==> config.mk <==
export PLATFORM = sky130hd
export DESIGN_NAME = mcycle_muldiv_flat
export DESIGN_NICKNAME = d
export VERILOG_FILES = /design/src/rtl/mcycle_muldiv_if.sv /design/src/rtl/mcycle_muldiv.sv /design/src/flat_wrapper.sv
export SDC_FILE = /design/constraint.sdc
export NUM_CORES = 1
export LEC_CHECK = 0
export CAP_MARGIN = 10
export CORE_UTILIZATION = 62
export DETAILED_ROUTE_END_ITERATION = 12
export GPL_TIMING_DRIVEN = 0
export HOLD_SLACK_MARGIN = 0.08
export PLACE_DENSITY = 0.9
export REMOVE_ABC_BUFFERS = 1
export SLEW_MARGIN = 15
export SYNTH_ARGS = -nofsm -noshare
export SYNTH_HDL_FRONTEND = slang
export SYNTH_SLANG_ARGS = --single-unit
==> constraint.sdc <==
create_clock -name CLK -period 5.22 [get_ports CLK]
set_input_delay 1.044 -clock CLK [delete_from_list [all_inputs] [get_ports CLK]]
set_output_delay 1.044 -clock CLK [all_outputs]
set_load 0.05 [all_outputs]
==> src/rtl/mcycle_muldiv_if.sv <==
// rtl/mcycle_muldiv_if.sv - request/result bundle between the control unit and the multi-cycle mul/div unit
//
// Signals:
//   Start     control -> unit  level request, sampled only while the unit is idle
//   MCycleOp  control -> unit  0 = multiply, 1 = divide
//   Operand1  control -> unit  multiplicand / dividend
//   Operand2  control -> unit  multiplier / divisor
//   Result1   unit -> control  product low half / quotient
//   Result2   unit -> control  product high half / remainder
//   Busy      unit -> control  high while iterating
//   Done      unit -> control  one-cycle completion pulse
// Modports: master = control unit side, slave = mul/div unit side.

interface mcycle_muldiv_if #(
    parameter int WIDTH = 32
);
    logic             Start;
    logic             MCycleOp;
    logic [WIDTH-1:0] Operand1;
    logic [WIDTH-1:0] Operand2;
    logic [WIDTH-1:0] Result1;
    logic [WIDTH-1:0] Result2;
    logic             Busy;
    logic             Done;

    modport master (
        output Start, MCycleOp, Operand1, Operand2,
        input  Result1, Result2, Busy, Done
    );

    modport slave (
        input  Start, MCycleOp, Operand1, Operand2,
        output Result1, Result2, Busy, Done
    );
endinterface

==> src/rtl/mcycle_muldiv.sv <==
// rtl/mcycle_muldiv.sv - multi-cycle unsigned shift-add multiplier / restoring divider
//
// Ports:
//   CLK    single clock, all state on the rising edge
//   RESET  synchronous, active-high; aborts any operation and clears results
//   bus    mcycle_muldiv_if.slave: Start/MCycleOp/Operand1/Operand2 in,
//          Result1/Result2/Busy/Done out
// One operand bit is consumed per RUN cycle, so an operation takes WIDTH
// RUN cycles followed by one DONE cycle.

module mcycle_muldiv #(
    parameter int WIDTH = 32
) (
    input  logic            CLK,
    input  logic            RESET,
    mcycle_muldiv_if.slave  bus
);
    localparam int CNT_W = (WIDTH > 1) ? $clog2(WIDTH) : 1;

    typedef enum logic [1:0] {
        S_IDLE = 2'd0,
        S_RUN  = 2'd1,
        S_DONE = 2'd2
    } state_t;

    state_t             state_q, state_d;
    logic [CNT_W-1:0]   cnt_q, cnt_d;
    logic               op_q, op_d;
    logic [WIDTH-1:0]   op1_q, op1_d;
    logic [WIDTH-1:0]   op2_q, op2_d;
    logic [2*WIDTH-1:0] acc_q, acc_d;
    logic [WIDTH-1:0]   res1_q, res1_d;
    logic [WIDTH-1:0]   res2_q, res2_d;

    logic               last_iter;
    logic [WIDTH:0]     mul_sum;
    logic [2*WIDTH-1:0] mul_acc;
    logic [WIDTH:0]     div_sh;
    logic [WIDTH:0]     div_diff;
    logic [WIDTH-1:0]   div_rem;
    logic [2*WIDTH-1:0] div_acc;
    logic [2*WIDTH-1:0] step_acc;

    // State register
    always_ff @(posedge CLK) begin
        if (RESET) begin
            state_q <= S_IDLE;
        end else begin
            state_q <= state_d;
        end
    end

    // Next-state logic; DONE always returns to IDLE so a held Start cannot relaunch
    always_comb begin
        state_d = state_q;
        case (state_q)
            S_IDLE:  if (bus.Start) state_d = S_RUN;
            S_RUN:   if (last_iter) state_d = S_DONE;
            S_DONE:  state_d = S_IDLE;
            default: state_d = S_IDLE;
        endcase
    end

    // Outputs decoded from registered state only
    always_comb begin
        bus.Busy = (state_q == S_RUN);
        bus.Done = (state_q == S_DONE);
    end

    assign bus.Result1 = res1_q;
    assign bus.Result2 = res2_q;

    // Datapath. The accumulator starts cleared for both operations:
    //  - multiply: the multiplier is shifted right out of op2_q, LSB first, and
    //    the accumulator shifts the product in from the top.
    //  - divide: the dividend is shifted left out of op1_q, MSB first, into the
    //    remainder (upper half); quotient bits enter at the bottom of the lower half.
    always_comb begin
        last_iter = (cnt_q == CNT_W'(WIDTH - 1));

        mul_sum  = {1'b0, acc_q[2*WIDTH-1:WIDTH]} + {1'b0, (op2_q[0] ? op1_q : {WIDTH{1'b0}})};
        mul_acc  = {mul_sum, acc_q[WIDTH-1:1]};

        // Remainder is always below the divisor, so a WIDTH+1-bit subtract
        // gives a reliable sign bit; a zero divisor yields all-ones quotient.
        div_sh   = {acc_q[2*WIDTH-1:WIDTH], op1_q[WIDTH-1]};
        div_diff = div_sh - {1'b0, op2_q};
        div_rem  = div_diff[WIDTH] ? div_sh[WIDTH-1:0] : div_diff[WIDTH-1:0];
        div_acc  = {div_rem, acc_q[WIDTH-2:0], ~div_diff[WIDTH]};

        step_acc = op_q ? div_acc : mul_acc;

        cnt_d  = cnt_q;
        op_d   = op_q;
        op1_d  = op1_q;
        op2_d  = op2_q;
        acc_d  = acc_q;
        res1_d = res1_q;
        res2_d = res2_q;

        case (state_q)
            S_IDLE: begin
                if (bus.Start) begin
                    op_d  = bus.MCycleOp;
                    op1_d = bus.Operand1;
                    op2_d = bus.Operand2;
                    acc_d = '0;
                    cnt_d = '0;
                end
            end
            S_RUN: begin
                acc_d = step_acc;
                cnt_d = last_iter ? '0 : cnt_q + CNT_W'(1);
                if (op_q) begin
                    op1_d = op1_q << 1;
                end else begin
                    op2_d = op2_q >> 1;
                end
                if (last_iter) begin
                    res1_d = step_acc[WIDTH-1:0];
                    res2_d = step_acc[2*WIDTH-1:WIDTH];
                end
            end
            default: ;
        endcase
    end

    always_ff @(posedge CLK) begin
        if (RESET) begin
            cnt_q  <= '0;
            op_q   <= 1'b0;
            op1_q  <= '0;
            op2_q  <= '0;
            acc_q  <= '0;
            res1_q <= '0;
            res2_q <= '0;
        end else begin
            cnt_q  <= cnt_d;
            op_q   <= op_d;
            op1_q  <= op1_d;
            op2_q  <= op2_d;
            acc_q  <= acc_d;
            res1_q <= res1_d;
            res2_q <= res2_d;
        end
    end
endmodule

==> src/flat_wrapper.sv <==
// flat-port wrapper written by rule: the top's interface ports become plain ports
module mcycle_muldiv_flat 
#(
    parameter int WIDTH = 32
)
  (CLK, RESET, bus_Start, bus_MCycleOp, bus_Operand1, bus_Operand2, bus_Result1, bus_Result2, bus_Busy, bus_Done);
  mcycle_muldiv_if #(.WIDTH(WIDTH)) bus_i ();
  input  logic CLK;
  input  logic RESET;
  input wire logic [$bits(bus_i.Start)-1:0] bus_Start;
  input wire logic [$bits(bus_i.MCycleOp)-1:0] bus_MCycleOp;
  input wire logic [$bits(bus_i.Operand1)-1:0] bus_Operand1;
  input wire logic [$bits(bus_i.Operand2)-1:0] bus_Operand2;
  output wire logic [$bits(bus_i.Result1)-1:0] bus_Result1;
  output wire logic [$bits(bus_i.Result2)-1:0] bus_Result2;
  output wire logic [$bits(bus_i.Busy)-1:0] bus_Busy;
  output wire logic [$bits(bus_i.Done)-1:0] bus_Done;
  assign bus_i.Start = bus_Start;
  assign bus_i.MCycleOp = bus_MCycleOp;
  assign bus_i.Operand1 = bus_Operand1;
  assign bus_i.Operand2 = bus_Operand2;
  assign bus_Result1 = bus_i.Result1;
  assign bus_Result2 = bus_i.Result2;
  assign bus_Busy = bus_i.Busy;
  assign bus_Done = bus_i.Done;
  mcycle_muldiv #(.WIDTH(WIDTH)) u_core (.CLK(CLK), .RESET(RESET), .bus(bus_i));
endmodule
==> reports/summary.txt <==
status - finished, final reports clean
total congestion overflow - 0
initial antenna violation count - 0
total core area - 19,500 µm²
Mapped Area - 12,400 µm²
Post-Syn Area per Cell - 7.77 µm²
Global Route Usage Sum - 35.3%
CTS tree - yes
Die Ht - 143 µm
cell count of the worst reg-to-reg path - 12
setup TNS - 0 ps
Cells after Synth - 1,592
design area - 14,500 µm²
full die area - 20,500 µm²
crit start category - flip-flop
area grow syn2layout - 17.4%
Crit Path Max Fanout - 34
max-cap violations - 0
max_slew headroom - 18.1%
Finished Core Util - 74.4%
flop-to-flop setup slack - 180 ps
fillers - 1,483
commonest cells after routing, fill and taps aside - 217 x nor2_1, 198 x dfxtp_1, 194 x nand2_1
CP Depth - 12
GP Congestion - 0.948
Crit path largest cell delay - 870 ps
Worst R2R Start - u_core.op2_q[0]$_SDFFE_PP0P_
clk buf depth - 2
commonest non-fill, non-tap cell in the layout - nor2_1
minimum clock period - 5040 ps
Slowest-stage cell, CP - o311ai_1
delay-heaviest family, CP - compound AO/OA/AOI/OAI gates
Top Ports - 134
Worst-Margin Slew - 1220 ps
post-DR vias/cell - 6.44
share of layout cells above drive strength 1 - 4.22%
# nets final - 1,784
CP cell instances - ha_1 -> inv_1 -> fa_1 -> a211oi_1 -> o21ai_1 -> o311ai_1 -> a2111oi_4 -> nor3_2 -> nor2_8 -> a211oi_1 -> o21ai_0 -> a21oi_1
Routed wire per std cell - 18.8 µm
critical path arrival - 5410 ps
setup bufs post-CTS - 0
Setup crit end kind - flip-flop
leakage - 5.69 nW
Worst Min Path Start - u_core.bus.Result2[13]$_SDFFE_PP0P_
worst skew pair latency - 450 ps
drt total wl - 36.3 mm
die extent in x - 143 µm
RR Endpoint - u_core.acc_q[32]$_SDFFE_PP0P_
Reg area - 4010 µm²
RSZ-0062 raised after global routing - false
Critical Path RT - 5600 ps
drt pass-1 iters - 6
DRC - 0
pre-CTS WS - 51.3 ps
Final Slew Violations - 0
fmax - 0.199 GHz
Setup CP Type - reg2reg
via count - 12,400
H-tree lvl count - 4
CTS root buf - clkbuf_16
Final Non-Filler Cells - 1,925
most used routing layer - met2
Async S/R FF share, synth - 0%
CTS Sinks - 200
final hold vios - 0
vias in the first global route - 11,400
Seq cells post-synth - 200
pin count of the biggest net entering global routing - 111
top_reg_cell synth - dfxtp_1
Hold EP - u_core.bus.Result2[13]$_SDFFE_PP0P_
Hold/Removal Path Class - reg2reg
Final ANT Viol Nets - 0
TritonCTS buffer count - 17
Synth warnings - 0
pwr dens - 276 nW/µm²
post-synthesis sequential area ratio - 32.4%
Diodes inserted - 0
first-pass GRT wire length - 57.5 mm
GR Util met2 - 57.8%
Post-synth EDFFs - 0
hold slack - 462 ps
Area after DPL - 13,900 µm²
Placed Instances - 1,893
crit-path most repeated cell - a211oi_1
synth unique cells - 74
Critical path buffers and inverters - 1
hold buffers post-CTS - 0
hold path depth - 2
Design Power - 4.01 mW
met3 usage - 4.46%
placed wire-length estimate - 25.1 mm
multi-input logic area - 7790 µm²
Fin Clk Skew - 14.7 ps
Starting Density - 63.4%
1st-iter DRT viols - 1,125
CTS clk-pin slew, worst paths - 90 ps
final worst path period share - 96.5%
row count - 51
Worst Setup Slack, final - 184 ps
VDD IR max - 212 µV
Final Setup Violations - 0
port bufs - 133
grt met1 use - 47.3%
==> area by class of cell <==
class	instances	area share, %
clock buffer	17	2.93
inverter	56	1.46
clock inverter	15	1.59
sequential	200	27.6
multi-input combinational	1230	53.7
tap	265	2.28
timing repair buffer	142	10.5
==> where the power goes <==
part | internal (mW) | total, mW | switching (mW)
Combinational | 0.343 | 0.893 | 0.551
Clock | 0.720 | 1.46 | 0.737
Sequential | 1.59 | 1.66 | 0.0701
==> cell usage after synthesis (all sizes together), types with 3 or more instances <==
master  instances  area [µm²]
a211o          19         166
a211oi         45         338
a21boi          5        37.5
a21o           28         210
a21oi         103         515
a22o           12         105
a22oi           3        22.5
a311o           5        50.1
a311oi         65         576
a31o            5        43.8
a31oi          45         282
and2           42         263
and3           18         113
and4            3        26.3
buf            12        57.6
clkbuf         94         353
dfxtp         200        4000
ha             67         838
inv            55         206
mux2i          48         480
nand2         197         742
nand2b          9        56.3
nand3          35         175
nand3b          5        37.5
nand4           9        56.3
nor2          219         838
nor2b           8        50.1
nor3           20         105
nor4            4        25.0
o211a           6        60.1
o211ai         15         113
o21a           14         106
o21ai          62         310
o21bai          7        52.6
o311ai          3        26.3
o31ai          17         128
or2             3        18.8
or3             6        42.5
or4             3        22.5
xnor2          25         219
xor2           20         175
==> worst reg2reg max path, stage by stage (launching register included) <==
cell and delay, ps:
dfxtp_2 710, ha_1 270, inv_1 60, fa_1 440, a211oi_1 250, o21ai_1 220, o311ai_1 870, a2111oi_4 220
nor3_2 790, nor2_8 280, a211oi_1 450, o21ai_0 190, a21oi_1 210
==> registers in the layout, indices dropped and copies added (netlist names) <==
signal              flops
u_core.acc_q           64
u_core.bus.Result2     32
u_core.bus.Result1     32
u_core.op1_q           32
u_core.state_q          2
u_core.cnt_q            5
u_core.op_q             1
u_core.op2_q           32
==> metal layers <==
metal	vias to the layer above	wire length (µm)	share of wire, %
met3	96	2680	7.4
met4	0	1070	3.0
met2	560	16900	46
li1	5900	-	-
met1	5849	15700	43
met5	-	0	0
==> timing repair <==
action,CTS,global route
gates resized for setup,1,0
hold endpoints to repair,0,0
setup endpoints to repair,3,0
==> cells by family (layout without fill, tap and decap cells) <==
kind of cell	count (synthesis)	after routing	share of synthesized area, %
flops	200	200	32.4
xor+xnor	45	45	3.19
fa+ha+maj	69	69	7.10
mux	50	50	4.07
buf+inv	162	230	5.02
compound gates	479	479	27.1
simple gates	587	587	21.2
==> worst max path at each step <==
stage                                        start                                  end  slack, ps
finish                u_core.op2_q[0]$_SDFFE_PP0P_        u_core.acc_q[32]$_SDFFE_PP0P_        180
global route          u_core.op2_q[0]$_SDFFE_PP0P_   u_core.bus.Result2[7]$_SDFFE_PP0P_         40
CTS                   u_core.op2_q[0]$_SDFFE_PP0P_   u_core.bus.Result2[7]$_SDFFE_PP0P_        330
detailed placement    u_core.op2_q[0]$_SDFFE_PP0P_   u_core.bus.Result2[7]$_SDFFE_PP0P_         50
global placement    u_core.state_q[1]$_SDFFE_PP0P_  u_core.bus.Result2[31]$_SDFFE_PP0P_      -6100
floorplan           u_core.state_q[1]$_SDFFE_PP0P_  u_core.bus.Result2[26]$_SDFFE_PP0P_      -2010
Note: power is estimated with default switching activity, not from simulation.
